<file path="config.mk">
export PLATFORM = sky130hd
export DESIGN_NAME = conv_frame_loader
export DESIGN_NICKNAME = d
export VERILOG_FILES = /design/src/rtl/conv_frame_loader.sv
export SDC_FILE = /design/constraint.sdc
export NUM_CORES = 1
export LEC_CHECK = 0
export CAP_MARGIN = 15
export CORE_ASPECT_RATIO = 1.25
export CORE_MARGIN = 4
export CORE_UTILIZATION = 44
export DETAILED_ROUTE_END_ITERATION = 8
export PLACE_DENSITY_LB_ADDON = 0.05
export SETUP_SLACK_MARGIN = 0.2
export SYNTH_ARGS = -nofsm -noshare
export SYNTH_HDL_FRONTEND = slang
export SYNTH_SLANG_ARGS = --single-unit
</file>
<file path="constraint.sdc">
create_clock -name clk -period 2 [get_ports clk]
set_clock_uncertainty 0.1 [all_clocks]
set_input_delay 0.4 -clock clk [delete_from_list [all_inputs] [get_ports clk]]
set_output_delay 0.4 -clock clk [all_outputs]
set_load 0.05 [all_outputs]
</file>
<file path="src/rtl/conv_frame_loader.sv">
// -----------------------------------------------------------------------------
// conv_frame_loader
//   Upstream stage of the 16-tap convolution block. Takes a serial stream of
//   DATA_W-bit samples over valid/ready. The first N_TAPS accepted samples go to
//   operand A and the next N_TAPS go to operand B. The packed frame is then held
//   stable, with frame_valid high, until the convolution side acknowledges it.
//   All-zero flags for each operand are built up while the samples arrive.
//
// Optional feature (macro CONV_LOADER_ZERO_DROP_EN):
//   When the macro is defined, a frame with an all-zero A or an all-zero B
//   operand is discarded instead of presented, and drop_cnt counts the discarded
//   frames. The default build, with the macro undefined, presents every frame.
//
// Ports:
//   clk, rst_n    clock; asynchronous active-low reset
//   in_data       incoming sample
//   in_valid      in_data is valid this cycle
//   in_ready      loader accepts a sample this cycle (registered)
//   flush         synchronous abort of the current frame
//   frame_ack     downstream has consumed the presented frame
//   signal_a/b    packed operands; sample k occupies bits [k*DATA_W +: DATA_W]
//   frame_valid   operands and zero flags are complete and stable
//   zero_a/b      every A or B sample of the presented frame is 0
//   drop_cnt      frames discarded as all-zero (macro builds only)
//   frame_cnt     frames acknowledged; wraps at 0xFFFF
// -----------------------------------------------------------------------------
module conv_frame_loader #(
    parameter int N_TAPS = 16,
    parameter int DATA_W = 8
) (
    input  logic                     clk,
    input  logic                     rst_n,
    input  logic [DATA_W-1:0]        in_data,
    input  logic                     in_valid,
    output logic                     in_ready,
    input  logic                     flush,
    input  logic                     frame_ack,
    output logic [N_TAPS*DATA_W-1:0] signal_a,
    output logic [N_TAPS*DATA_W-1:0] signal_b,
    output logic                     frame_valid,
    output logic                     zero_a,
    output logic                     zero_b,
`ifdef CONV_LOADER_ZERO_DROP_EN
    output logic [15:0]              drop_cnt,
`endif
    output logic [15:0]              frame_cnt
);

    localparam int CW = (N_TAPS > 1) ? $clog2(N_TAPS) : 1;
    localparam logic [CW-1:0] LAST = CW'(N_TAPS - 1);

    typedef enum logic [1:0] {LOAD_A, LOAD_B, HOLD} state_t;

    state_t                          state_q;
    logic [CW-1:0]                   cnt_q;
    // Slot k of the 2-D packed array flattens to bits [k*DATA_W +: DATA_W].
    logic [N_TAPS-1:0][DATA_W-1:0]   signal_a_q, signal_b_q;
    logic                            in_ready_q, frame_valid_q;
    logic                            zero_a_q, zero_b_q;
    logic [15:0]                     frame_cnt_q;
`ifdef CONV_LOADER_ZERO_DROP_EN
    logic [15:0]                     drop_cnt_q;
`endif

    logic xfer, last, zero_a_d, zero_b_d;
    logic [CW-1:0] cnt_d;

    assign xfer     = in_valid && in_ready_q;
    assign last     = (cnt_q == LAST);
    assign cnt_d    = last ? '0 : cnt_q + 1'b1;
    // These flags include the sample being accepted on this edge, so the
    // decision to drop a frame already sees the final B sample.
    assign zero_a_d = zero_a_q && (in_data == '0);
    assign zero_b_d = zero_b_q && (in_data == '0);

    always_ff @(posedge clk or negedge rst_n) begin
        if (!rst_n) begin
            state_q       <= LOAD_A;
            cnt_q         <= '0;
            signal_a_q    <= '0;
            signal_b_q    <= '0;
            in_ready_q    <= 1'b0;
            frame_valid_q <= 1'b0;
            zero_a_q      <= 1'b1;
            zero_b_q      <= 1'b1;
            frame_cnt_q   <= '0;
`ifdef CONV_LOADER_ZERO_DROP_EN
            drop_cnt_q    <= '0;
`endif
        end else if (flush) begin
            // A flush wins over a transfer or an ack on the same edge.
            // The operand data is left in place; only the control state restarts.
            state_q       <= LOAD_A;
            cnt_q         <= '0;
            in_ready_q    <= 1'b1;
            frame_valid_q <= 1'b0;
            zero_a_q      <= 1'b1;
            zero_b_q      <= 1'b1;
        end else begin
            case (state_q)
                LOAD_A: begin
                    in_ready_q <= 1'b1;
                    if (xfer) begin
                        signal_a_q[cnt_q] <= in_data;
                        zero_a_q          <= zero_a_d;
                        cnt_q             <= cnt_d;
                        if (last) state_q <= LOAD_B;
                    end
                end
                LOAD_B: begin
                    if (xfer) begin
                        signal_b_q[cnt_q] <= in_data;
                        zero_b_q          <= zero_b_d;
                        cnt_q             <= cnt_d;
                        if (last) begin
`ifdef CONV_LOADER_ZERO_DROP_EN
                            if (zero_a_q || zero_b_d) begin
                                // Discard the frame and start over; it is never presented.
                                drop_cnt_q <= drop_cnt_q + 16'd1;
                                state_q    <= LOAD_A;
                                zero_a_q   <= 1'b1;
                                zero_b_q   <= 1'b1;
                            end else begin
                                state_q       <= HOLD;
                                frame_valid_q <= 1'b1;
                                in_ready_q    <= 1'b0;
                            end
`else
                            state_q       <= HOLD;
                            frame_valid_q <= 1'b1;
                            in_ready_q    <= 1'b0;
`endif
                        end
                    end
                end
                HOLD: begin
                    if (frame_ack) begin
                        state_q       <= LOAD_A;
                        cnt_q         <= '0;
                        in_ready_q    <= 1'b1;
                        frame_valid_q <= 1'b0;
                        zero_a_q      <= 1'b1;
                        zero_b_q      <= 1'b1;
                        frame_cnt_q   <= frame_cnt_q + 16'd1;
                    end
                end
                default: begin
                    state_q    <= LOAD_A;
                    cnt_q      <= '0;
                    in_ready_q <= 1'b1;
                end
            endcase
        end
    end

    assign in_ready    = in_ready_q;
    assign signal_a    = signal_a_q;
    assign signal_b    = signal_b_q;
    assign frame_valid = frame_valid_q;
    assign zero_a      = zero_a_q;
    assign zero_b      = zero_b_q;
    assign frame_cnt   = frame_cnt_q;
`ifdef CONV_LOADER_ZERO_DROP_EN
    assign drop_cnt    = drop_cnt_q;
`endif

endmodule

</file>
Word level (Yosys, flattened, before mapping):

Index checks and enable logic that the tools add are counted.

* register bits: 282
* output and inout bits: 276
* logic and storage cells: 103

* add/sub/neg operators: 2
* order comparisons: 2
* equal/unequal tests: 9
* mux-type cells: 32
* bitwise gates (word level): 1
* reduce and logical (&&, ||, !) cells: 18

Operator list (count)
* $bwmux W128: 2
* $demux W8 S4: 1
* $reduce_and A3 Y1: 6
* $add A16 B1 Y16 const B: 1
* $mux W4: 4
* $ne A3 B3 Y1 const B: 5
* $mux W1: 12
* $mux W2: 6
* $logic_not A8 Y1: 1
* $mux W8: 1
* $pmux W1 S2: 4
* $pmux W4 S2: 1
* $pmux W2 S3: 1
* $reduce_bool A3 Y1: 2
* $lt A4 B5 Y1 const B: 1
* $reduce_and A5 Y1: 1
* $add A4 B1 Y4 const B: 1
* $eq A4 B4 Y1 const B: 1
* $ge A4 B1 Y1 const B: 1
* $logic_and A1 B1 Y1: 4
* $reduce_and A4 Y1: 1
* $ne A3 B1 Y1 const B: 1
* $eq A2 B1 Y1 const B: 1
* $eq A2 B2 Y1 const B: 1
* 4 further kinds: 4

Depth between registers and ports, before layout:

* depth in word-level cells: 5
* gate-level depth with buffers: 7
* mapped depth without buffers: 6

Worst setup path after synthesis:

No wires, ideal clock.

* kind: register to register
* from: register in_ready_q (netlist: in_ready)
* to: register signal_a_q, in the netlist signal_a[72]
* setup time: 0.128 ns
* data arrival time: 1.901 ns
* path slack: -0.129 ns
* cell stages (with the launch flop): 5
* path buffers: 0
* period minus slack after synthesis: 2.129 ns
* cell sequence: dfrtp_1 nand2_1 nor4_4 nand2_2 mux2_1

* longest elaborated chain between the ends: 2

Ends and longest elaborated chain
* start: declaration: RTL line 58 `logic in_ready_q, frame_valid_q;`
* start signal: assignment: RTL line 82 `in_ready_q <= 1'b0;`
* start signal: assignment: RTL line 95 `in_ready_q <= 1'b1;`
* start signal: assignment: RTL line 102 `in_ready_q <= 1'b1;`
* $logic_and A1 B1 Y1: RTL line 68 `assign xfer = in_valid && in_ready_q;`
* $reduce_and A3 Y1 (no line)
* end signal: indexed assignment: RTL line 104 `signal_a_q[cnt_q] <= in_data;`
* end: declaration: RTL line 57 `logic [N_TAPS-1:0][DATA_W-1:0] signal_a_q, signal_b_q;`

No other way between the ends.
A chain may end at the register's enable or synchronous reset.

Worst setup path after layout:

* from: register cnt_q[0]
* to: register signal_b_q, in the netlist signal_b[3]

* longest elaborated chain between the ends: 5
* elaborated cells between the ends (all ways): 6

Ends and longest elaborated chain
* start: declaration: RTL line 55 `logic [CW-1:0] cnt_q;`
* start signal: assignment: RTL line 106 `cnt_q <= cnt_d;`
* start signal: assignment: RTL line 114 `cnt_q <= cnt_d;`
* $lt A4 B5 Y1 (not written as such) or $ge A4 B1 Y1 (tied branches): RTL line 112 `signal_b_q[cnt_q] <= in_data;`
* $logic_and A1 B1 Y1 (not written as such): RTL line 112
* $mux W8 (not written as such): RTL line 112
* $demux W8 S4 (*): RTL line 112
* $bwmux W128 (*): RTL line 112
* end signal: indexed assignment: RTL line 112
* end: declaration: RTL line 57

Every way passes the cells marked *; elsewhere a longest branch is shown, timed or not.

==> results.tsv <==
stage	metric	value	unit
die	Die ar.	27780	um2
place	post-placement worst setup slack	-469.5	ps
setup_path	category of the worst setup path capture point	register	
setup_path	arrival time at the worst endpoint	2250	ps
die	number of rows created at floorplan	64	
sta	measured slew at the worst slew-check pin	630.6	ps
cts	maximum level of the CTS H-tree	1	
finish	area occupied by multi-input gates	4219	um2
sta	fraction of the cycle the final worst path needs	96.02	%
setup_path	setup slack of the worst register-to-register path	80	ps
sta	setup repair after global routing missed its margin	true	
global_route	initial antenna violation count	0	
detailed_routing	residual DRC count	0	
global_route	GR Overflow Total	0	
power_and_ir_drop	leakage power of the design	8.118	nW
setup_path	critical path launch point type	register	
worst_hold_path	kind of path behind the tightest hold check	in -> async	
die	die span in y	185.4	um
sta	total negative slack for setup checks	0	ps
cts	Num Clock Sinks	282	
status	status	complete, no violations	
job	maximum capacitance violations	0	
sta	Worst slew margin	57.80	%
finish	total of fill cells in the finished design	1909	
setup_path	reg-to-reg critical path endpoint	signal_b[3]$_DFFE_PN0P_	
detailed_routing	iteration-0 DRC count of the detailed router	212	
setup_path	Register-to-Register Path Depth	8	
finish	leading cell type in the layout, fill and taps excluded	sky130_fd_sc_hd__dfrtp_1	
sta	max frequency	520.7	MHz
detailed_routing	detailed-routing iteration count for the pre-antenna-repair pass	4	
synth	synthesized netlist net count	739	
synth	async set or reset register ratio after synthesis	100.0	%
global_route	met1 capacity usage during global routing	28.45	%
setup_path	required time of the critical path	2330	ps
power_and_ir_drop	total power draw	14.00	mW
synth	Avg Synthesized Cell Area	15.36	um2
cts	Clock Latency Late Sink	540	ps
synth	FF+latch count, synth	282	
detailed_routing	detailed-route via count	7246	
setup_path	startpoint of the most critical register-to-register path	cnt_q[0]$_DFFE_PN0P_	
die	overall die width	149.9	um
detailed_routing	count of antenna-violating nets left after detailed routing	0	
global_route	via count of the first global-routing pass	7864	
detailed_routing	Avg Vias per Cell	5.099	
finish	layout overhead on the synthesized area	43.72	%
power_and_ir_drop	power per cell area	879.5	nW/um2
sta	worst-case setup margin in the final layout	79.66	ps
finish	commonest non-fill, non-tap cells in the layout	sky130_fd_sc_hd__dfrtp_1 (270), sky130_fd_sc_hd__buf_4 (252), sky130_fd_sc_hd__mux2_2 (214)	
finish	count of antenna diodes in the layout	0	
global_route	wire length of the first global-routing pass	47.57	mm
synth	fraction of the yosys area taken by sequential cells	63.75	%
place	half-perimeter wire length after placement	20.30	mm
finish	Finished Cell Area	15910	um2
global_route	maximum number of pins on one net before global-route repair	55	
sta	count of endpoints failing setup in the final report	0	
place	count of port buffers added during placement	288	
detailed_routing	DRT Wirelength	30.67	mm
finish	Util after Layout	64.52	%
finish	Net count, final	1087	
place	Final Wtd Congestion	0.7548	
setup_path	crit-path max FO	8	
synth	number of cells produced by synthesis	721	
cts	CTS tree	done	
cts	maximum buffer depth of the clock tree	3	
synth	commonest register cell after synthesis	sky130_fd_sc_hd__dfrtp_1	
global_route	met2 track demand over resource	37.99	%
synth	number of enable-type register cells in the synthesized netlist	0	
synth	post-synth design cell area	11070	um2
cts	Clk Tree Root Cell	sky130_fd_sc_hd__clkbuf_16	
die	initial standard-cell utilization of the core	44.90	%
cts	post-CTS clock slew at the launch and capture registers of the worst setup and hold paths	60	ps
die	total I/O pin count	289	
global_route	GR met3 Demand/Resource	6.363	%
cts	TritonCTS Buffers	29	
synth	number of warnings reported in the yosys synthesis log	0	
power_and_ir_drop	largest vdd supply drop	0.7919	mV
sta	final-report hold violation count	0	
die	core area	24660	um2
sta	Min Clock Period, post-route	1920	ps
setup_path	Crit Path Category	reg -> reg	
synth	count of unique library cells instantiated by Yosys	42	
global_route	global routing's busiest layer	met2	
detailed_routing	WL per Instance	21.59	um
place	instance area after placement	14380	um2
global_route	Tot GR Track Use	22.22	%
sta	Final Slew Violations	0	
finish	area taken by flip-flops and latches	7072	um2
finish	share of final-layout standard cells stronger than drive strength 1	65.44	%
-- metal layers --
metal | vias up | part of all wire (%)
met1 | 3745 | 41
li1 | 3239 | -
met4 | 0 | 1.5
met2 | 227 | 50
met3 | 35 | 7.6
met5 | - | 0
-- layout make-up --
cell class | count | area share, %
tap | 330 | 2.595
inverter | 3 | 0.07076
multi-input combinational | 395 | 26.51
clock buffer | 43 | 5.331
timing repair buffer | 358 | 19.91
clock inverter | 10 | 1.148
sequential | 282 | 44.44
-- worst max-delay path by stage --
stage	cells after the start	slack [ps]	to	startpoint
2_1_floorplan	6	50	signal_b[24]$_DFFE_PN0P_	in_ready$_DFFE_PN0P_
3_3_place_gp	6	-430	signal_a[79]$_DFFE_PN0P_	in_valid
3_5_place_dp	6	-470	signal_a[72]$_DFFE_PN0P_	in_valid
4_1_cts	8	70	signal_b[3]$_DFFE_PN0P_	cnt_q[0]$_DFFE_PN0P_
5_1_grt	8	5	signal_b[3]$_DFFE_PN0P_	cnt_q[0]$_DFFE_PN0P_
6_report	8	80	signal_b[3]$_DFFE_PN0P_	cnt_q[0]$_DFFE_PN0P_
-- Yosys cell counts, types with 3 or more instances --
library cell | n | share of area, %
sky130_fd_sc_hd__nand3_1 | 4 | 0.18
sky130_fd_sc_hd__clkbuf_1 | 31 | 1.1
sky130_fd_sc_hd__mux2_2 | 249 | 25
sky130_fd_sc_hd__nor2_1 | 7 | 0.24
sky130_fd_sc_hd__o21ai_0 | 5 | 0.23
sky130_fd_sc_hd__dfrtp_1 | 280 | 63
sky130_fd_sc_hd__buf_2 | 7 | 0.32
sky130_fd_sc_hd__mux2_1 | 7 | 0.71
sky130_fd_sc_hd__nor4_4 | 3 | 0.58
sky130_fd_sc_hd__ha_1 | 5 | 0.56
sky130_fd_sc_hd__xor2_1 | 4 | 0.32
sky130_fd_sc_hd__nand4_1 | 6 | 0.34
sky130_fd_sc_hd__nor2_2 | 12 | 0.68
sky130_fd_sc_hd__a21o_1 | 4 | 0.27
sky130_fd_sc_hd__nand2_2 | 12 | 0.68
sky130_fd_sc_hd__nand2_1 | 19 | 0.64
sky130_fd_sc_hd__or3_1 | 5 | 0.28
sky130_fd_sc_hd__xnor2_1 | 11 | 0.87
sky130_fd_sc_hd__nand2b_1 | 10 | 0.56
sky130_fd_sc_hd__inv_1 | 3 | 0.10
sky130_fd_sc_hd__a21oi_1 | 5 | 0.23
-- worst max-delay path, stage by stage, from the launching register on --
cell and delay, ps:
sky130_fd_sc_hd__dfrtp_2 430, sky130_fd_sc_hd__inv_2 70, sky130_fd_sc_hd__ha_2 150, sky130_fd_sc_hd__and2_4 130, sky130_fd_sc_hd__nand4_1 120, sky130_fd_sc_hd__buf_6 170, sky130_fd_sc_hd__nor3_4 150, sky130_fd_sc_hd__buf_12 160
sky130_fd_sc_hd__mux2_2 330
-- flip-flops by register name, indices dropped and copies added (netlist names) --
register     flops
frame_valid      1
signal_b       128
cnt_q            4
signal_a       128
in_ready         1
state_q          2
frame_cnt       16
zero_b           1
zero_a           1
-- where the power goes --
part	internal, mW	switching (mW)
combinational	0.651	1.46
clock	3.57	2.19
sequential	5.98	0.149
-- cells by family (layout without fill, tap and decap cells) --
kind of cell               Yosys count  count (layout)  share of synthesized area (%)
and+or+nand+nor                     99              99                          5.616
AOI/OAI and AO/OA                   20              20                          1.141
DFF                                282             282                          63.75
adders and majority gates            5               5                         0.5650
xor gates and xnor gates            15              15                          1.186
buffers and inverters               44             414                          1.706
muxes                              256             256                          26.03
-- what timing repair did --
action,4_1_cts,5_1_grt
pin swaps,6,2
setup endpoints to repair,323,311
hold buffers,1,0
setup buffers,3,3
gates cloned,0,0
endpoints found under the hold margin,39,0
resized for setup,274,27
-- per-stage QoR --
step                      hold WS (ps)  std cells
after CTS                        267.9       1418
after detailed placement         250.7       1361
after global placement           243.1       1361
final                            250.0       1421
after floorplan                  4.409        721
after global routing             270.5       1421
No activity file was read; power rests on OpenSTA's default activity.
